<file path="src/rtl/pulse_meter_if.sv">
// pulse_meter_if: pulse input plus dav_/rfd result handshake; ovf exists only with PULSE_METER_OVF_EN.
interface pulse_meter_if #(parameter int W = 8);
  logic in;
  logic rfd;
  logic dav_;
  logic [W-1:0] z;
`ifdef PULSE_METER_OVF_EN
  logic ovf;
  modport master (output in, rfd, input dav_, z, ovf);
  modport slave (input in, rfd, output dav_, z, ovf);
`else
  modport master (output in, rfd, input dav_, z);
  modport slave (input in, rfd, output dav_, z);
`endif
endinterface

</file>
<file path="src/rtl/pulse_meter.sv">
// pulse_meter: measures high-pulse length on in and hands it out over dav_/rfd; ovf port with PULSE_METER_OVF_EN.
module pulse_meter #(
  parameter int W = 8,
  parameter int MIN_LEN = 1
) (
  input logic clock,
  input logic reset_,
  pulse_meter_if.slave m
);
  localparam logic [2:0] S_WAITLOW = 3'd0;
  localparam logic [2:0] S_IDLE = 3'd1;
  localparam logic [2:0] S_COUNT = 3'd2;
  localparam logic [2:0] S_PUSH = 3'd3;
  localparam logic [2:0] S_ACK = 3'd4;
  localparam logic [W-1:0] MAX = '1;
  localparam logic [W-1:0] MIN = W'(MIN_LEN);
  logic [2:0] state;
  logic [W-1:0] count, z;
  logic dav_;
  assign m.dav_ = dav_;
  assign m.z = z;
`ifdef PULSE_METER_OVF_EN
  // sat remembers a count attempt past MAX; ovf latches it alongside z
  logic sat, ovf;
  assign m.ovf = ovf;
  always_ff @(posedge clock or posedge reset_)
    if (reset_) begin
      sat <= 1'b0;
      ovf <= 1'b0;
    end else begin
      if (state == S_IDLE) sat <= 1'b0;
      if (state == S_COUNT && m.in && count == MAX) sat <= 1'b1;
      if (state == S_COUNT && !m.in && count >= MIN) ovf <= sat;
    end
`endif
  always_ff @(posedge clock or posedge reset_)
    if (reset_) begin
      state <= S_WAITLOW;
      count <= '0;
      z <= '0;
      dav_ <= 1'b1;
    end else
      case (state)
        S_WAITLOW: if (!m.in) state <= S_IDLE;
        S_IDLE:
          if (m.in) begin
            count <= W'(1);
            state <= S_COUNT;
          end
        S_COUNT:
          if (m.in) count <= (count == MAX) ? count : count + W'(1);
          else if (count < MIN) state <= S_IDLE;
          else begin
            z <= count;
            dav_ <= 1'b0;
            state <= S_PUSH;
          end
        S_PUSH:
          if (!m.rfd) begin
            dav_ <= 1'b1;
            state <= S_ACK;
          end
        S_ACK: if (m.rfd) state <= S_WAITLOW;
        default: state <= S_WAITLOW;
      endcase
endmodule

</file>
<file path="src/flat_wrapper.sv">
// flat-port wrapper written by rule: the top's interface ports become plain ports
module pulse_meter_flat 
#(
  parameter int W = 8,
  parameter int MIN_LEN = 1
)
  (clock, reset_, m_in, m_rfd, m_dav_, m_z);
  pulse_meter_if #(.W(W)) m_i ();
  input logic clock;
  input logic reset_;
  input wire logic [$bits(m_i.in)-1:0] m_in;
  input wire logic [$bits(m_i.rfd)-1:0] m_rfd;
  output wire logic [$bits(m_i.dav_)-1:0] m_dav_;
  output wire logic [$bits(m_i.z)-1:0] m_z;
  assign m_i.in = m_in;
  assign m_i.rfd = m_rfd;
  assign m_dav_ = m_i.dav_;
  assign m_z = m_i.z;
  pulse_meter #(.W(W), .MIN_LEN(MIN_LEN)) u_core (.clock(clock), .reset_(reset_), .m(m_i));
endmodule
</file>
<file path="config.mk">
export PLATFORM = sky130hd
export DESIGN_NAME = pulse_meter_flat
export DESIGN_NICKNAME = d
export VERILOG_FILES = /design/src/rtl/pulse_meter_if.sv /design/src/rtl/pulse_meter.sv /design/src/flat_wrapper.sv
export SDC_FILE = /design/constraint.sdc
export NUM_CORES = 1
export LEC_CHECK = 0
export BUFFER_PORTS_ARGS = -buffer_cell sky130_fd_sc_hd__clkbuf_2
export CAP_MARGIN = 20
export CORE_MARGIN = 2
export CORE_UTILIZATION = 30
export DETAILED_ROUTE_END_ITERATION = 7
export PLACE_DENSITY_LB_ADDON = 0.12
export SETUP_SLACK_MARGIN = 0.15
export SYNTH_ARGS = -nofsm -noshare
export SYNTH_HDL_FRONTEND = slang
export SYNTH_SLANG_ARGS = --single-unit
</file>
<file path="constraint.sdc">
create_clock -name clock -period 4.2 [get_ports clock]
set_clock_uncertainty 0.05 [all_clocks]
set_input_delay 0.21 -clock clock [delete_from_list [all_inputs] [get_ports clock]]
set_output_delay 0.21 -clock clock [all_outputs]
set_load 0.05 [all_outputs]
</file>
* Yosys cells after proc, flatten, opt, wreduce, memory -nomap -nowiden
Cells that the tools add are included.
** Storage, ports and cells
- Register bits :: 20
- Input port bits :: 4
- Output and inout bits :: 9
- Word-level logic and storage cells :: 43
** Operators by class
- Add/subtract/negate cells :: 1
- Magnitude comparators :: 1
- Equal/unequal tests :: 13
- Mux-type cells :: 15
- Bitwise gates (word level) :: 2
- Reductions and logical operators :: 7
** Operator list (number)
- 2-to-1 mux 8 bit :: 3
- inequality test 2 bit, second input constant :: 8
- case mux 8 bit (2 select lines) :: 1
- 2-to-1 mux 3 bit :: 5
- case mux 3 bit (5 select lines) :: 1
- adder 8 x 1 -> 8 bit, second input constant :: 1
- == test 8 bit, second input constant :: 1
- less-than comparator 8 x 1 -> 1 bit, second input constant :: 1
- AND reduction 4 bit :: 2
- == test 3 x 2 -> 1 bit, second input constant :: 2
- AND reduction 5 bit :: 1
- nonzero test 2 bit :: 2
- == test 3 x 1 -> 1 bit, second input constant :: 1
- == test 3 bit, second input constant :: 1
- zero test 3 bit :: 1
- 2-to-1 mux 1 bit :: 3
- AND reduction 3 bit :: 1
- 2-to-1 mux 2 bit :: 1
- NOT 1 bit :: 2
- case mux 1 bit (2 select lines) :: 1

* Longest topological paths before layout
- Depth after elaboration :: 4
- Gate-level depth with buffers :: 6

* Least setup slack after synthesis
Ideal clock, no wire load.
- Path kind :: reg2reg
- From :: reg u_core.count[0]
- To :: reg u_core.z[0] (netlist: u_core.m.z[0])
- Arrival time :: 1802 ps
- Data required time :: 4025 ps
- Path slack :: 2223 ps
- Stages on the path, launching flop included :: 7
- Path buffers :: 0
- Period minus slack after synthesis :: 1977 ps
- Cell sequence :: dfrtp_1 -> inv_1 -> ha_1 -> or4b_1 -> o41ai_4 -> nor2_4 -> mux2_4
** Between the ends
- Longest elaborated chain between the ends :: 3
** RTL lines
- from (decl) :: RTL line pulse_meter.sv:18 : logic [W-1:0] count, z;
- from (signal assigned) :: RTL line pulse_meter.sv:51 : if (m.in) count <= (count == MAX) ? count : count + W'(1);
- less-than comparator 8 x 1 -> 1 bit :: RTL line pulse_meter.sv:52 : else if (count < MIN) state <= S_IDLE;
- NOT 1 bit (no source line)
- AND reduction 3 bit (no source line)
- to (signal assigned) :: RTL line pulse_meter.sv:54 : z <= count;
- to (decl) :: RTL line pulse_meter.sv:18
Several ways; a longest one is shown, not always the timed one.
A chain may end at the register's enable or synchronous reset.

* Worst setup path in the final report
- From :: reg u_core.count[0]
- To :: reg u_core.z[1] (netlist: u_core.m.z[1])
** Between the ends
- Longest elaborated chain between the ends :: 3
** RTL lines (RTL line)
- less-than comparator 8 x 1 -> 1 bit :: pulse_meter.sv:52
- NOT 1 bit (no source line)
- AND reduction 3 bit (no source line)
Every way passes these cells.

==> results.txt <==
Setup_tns -> 0 ps
DR iter-0 viols -> 20
Worst-path clk slew -> 120 ps
Top-area cell type share of the netlist area -> 0.4634
Fillers -> 345
GRT overflow -> 0
Multi-input gate area -> 505.5 µm²
Port Buffers -> 12
Die X-Extent -> 62.48 µm
CP endpoint kind -> flip-flop
Share of layout cells above drive strength 1 -> 0.3010
Vias in the first global route -> 682
Synthesized flop and latch total -> 20
Initial antenna violation count -> 0
Final setup margin -> 2070 ps
Die Ht -> 62.48 µm
Final slew viol count -> 0
CTS Sinks -> 20
Clock tree from TritonCTS -> yes
Number of setup buffers added after CTS -> 0
Post-Syn Instances -> 87
Worst slew pin tran -> 761.6 ps
Worst slew margin -> 0.4917
Fin. Hold Viols -> 0
Row count -> 21
Highest metal used -> met4
Reg area -> 501.7 µm²
Routed Antenna Nets -> 0
Io pins -> 13
DR WL/cell -> 12.40 µm
Crit path required time -> 4350 ps
H-tree Lvls -> 1
Arr. time, crit path -> 2280 ps
Synth area leaders -> dfrtp_1 (46%), mux2_4 (12%), o41ai_4 (2.7%)
Status -> finished, final reports clean
Fin nets -> 110
Mean Syn Cell Area -> 11.79 µm²
Met2 WL -> 848 µm
Tmin final -> 2130 ps
DRC viols -> 0
CTS root buf -> clkbuf_4
CTS buffer count -> 3
Kind of critical path -> flip-flop to flip-flop
Area after DPL -> 1140 µm²
Wire length on met3 -> 62 µm
Worst-path maximum fanout -> 9
Hold buffers post-CTS -> 1
Pre-antenna DRT Iters -> 5
Seq/Total Area, Yosys -> 0.4890
Worst slack at placement -> 2094 ps
Synth unique cells -> 34
Starting Density -> 0.3099
Max-cap violations -> 0
Fin area -> 1202 µm²
CP Launch Type -> flip-flop
Largest area contributor in the netlist -> dfrtp_1
Clock Tree Buf Depth -> 2
Ys Warns -> 0
RSZ-0062 raised after global routing -> no
Inserted Diodes -> 0
Pwr/cell area -> 687.3 nW/µm²
Fmax achieved -> 469.5 MHz
Critical R2R Launch -> u_core.count[0]
Worst R2R End -> u_core.m.z[1]
Worst-Skew Late Latency -> 310 ps
Post-Syn Nets -> 93
GP Congestion -> 0.7350
Worst Hold Endpoint -> u_core.state[2]
Prevailing post-synth register cell -> dfrtp_1
Max IR drop VDD -> 0.2278 mV
Final core area utilization -> 0.3632
Depth of the worst register-to-register path -> 6
Number of flops mapped to enable cells by yosys -> 0
Hold Path Stages -> 2
GRT Overall Usage -> 0.1043
Largest net degree at the start of global routing -> 21
CORE AREA -> 3311 µm²
Metal-1 WL -> 925 µm
Most common cell in the netlist -> dfrtp_1
Die Footprint -> 3904 µm²
Leak -> 0.5521 nW
Asr flop ratio synth -> 1.000
WL final -> 1847 µm
Final setup violation count -> 0
Mapped Area -> 1026 µm²
Final period util -> 0.5071
Via density -> 4.805
Global-route wire length before repair -> 3263 µm
Reg2reg setup slack -> 2070 ps
Worst hold path type -> input port to flip-flop
Vias -> 716
Worst Hold Slack -> 52.63 ps
Post-cts repair resize count -> 0
Detailed Place HPWL -> 1350 µm
Area Growth Syn to Fin -> 17.19%
Commonest cells post-synth -> dfrtp_1 (19), mux2_4 (8), nor2_1 (6)
Worst hold start -> m_rfd
[worst max-delay path by stage]
stage / cells past startpoint / end / from
after floorplan: 6 / u_core.m.z[0] / u_core.count[0]
after global placement: 6 / u_core.m.z[1] / u_core.count[0]
after detailed placement: 6 / u_core.m.z[3] / u_core.count[0]
after CTS: 6 / u_core.m.z[5] / u_core.count[0]
after global routing: 6 / u_core.m.z[1] / u_core.count[0]
final: 6 / u_core.m.z[1] / u_core.count[0]
[cells in the final DEF, fill, tap and decap left out, types with 2 or more instances in the layout]
cell type	instances
dfrtp_1	19
clkbuf_2	12
mux2_4	8
nor2_1	6
nand2_1	5
nand3_1	4
o21ai_0	4
inv_1	4
a21oi_1	3
a21o_1	3
clkbuf_4	3
nand4_1	2
o21ba_2	2
a22o_1	2
xnor2_1	2
a211oi_1	2
ha_1	2
[metrics by stage]
stage	std cells	power, mW
after detailed placement	144	0.6750
after global placement	144	0.6781
after CTS	149	0.8366
after floorplan	87	0.5993
final	149	0.8264
after global routing	149	0.8848
[where the power goes]
group / total, mW / internal [mW] / switching (mW) / leakage (nW)
clock network: 0.158 / 0.0965 / 0.0619 / 0.0279
registers: 0.322 / 0.252 / 0.0699 / 0.262
logic: 0.346 / 0.137 / 0.209 / 0.262
[layout make-up]
class	instances	area share
multi-input combinational	62	0.4204
sequential	20	0.4173
timing repair buffer	13	0.05827
tap	46	0.04787
clock inverter	1	0.02497
clock buffer	3	0.01873
inverter	4	0.01249
[routing by layer]
layer	up-vias	global-route usage
li1	357	-
met2	13	0.1586
met1	344	0.1401
met3	2	0.03423
met5	-	0
met4	0	0.03333
[registers in the layout, summed over array words and instances, names as in the netlist]
name,cells
u_core.state,3
u_core.count,8
u_core.m.dav_,1
u_core.m.z,8
[cell families after synthesis]
kind of cell,after synthesis,synth area share
AND/OR/NAND/NOR,28,0.1610
AO/OA/AOI/OAI,22,0.1732
flip-flops,20,0.4890
multiplexers,8,0.1171
buffers and inverters,5,0.01828
XOR/XNOR,2,0.01708
adder cells (fa/ha/maj),2,0.02439
[worst max-delay path, cell delays in order (launching register included)]
cell and delay, ps:
dfrtp_1 470, inv_1 90, ha_1 130, or4b_1 480, o41ai_4 320, nor2_4 150
mux2_4 320
Power figures use the tool's default switching activity.
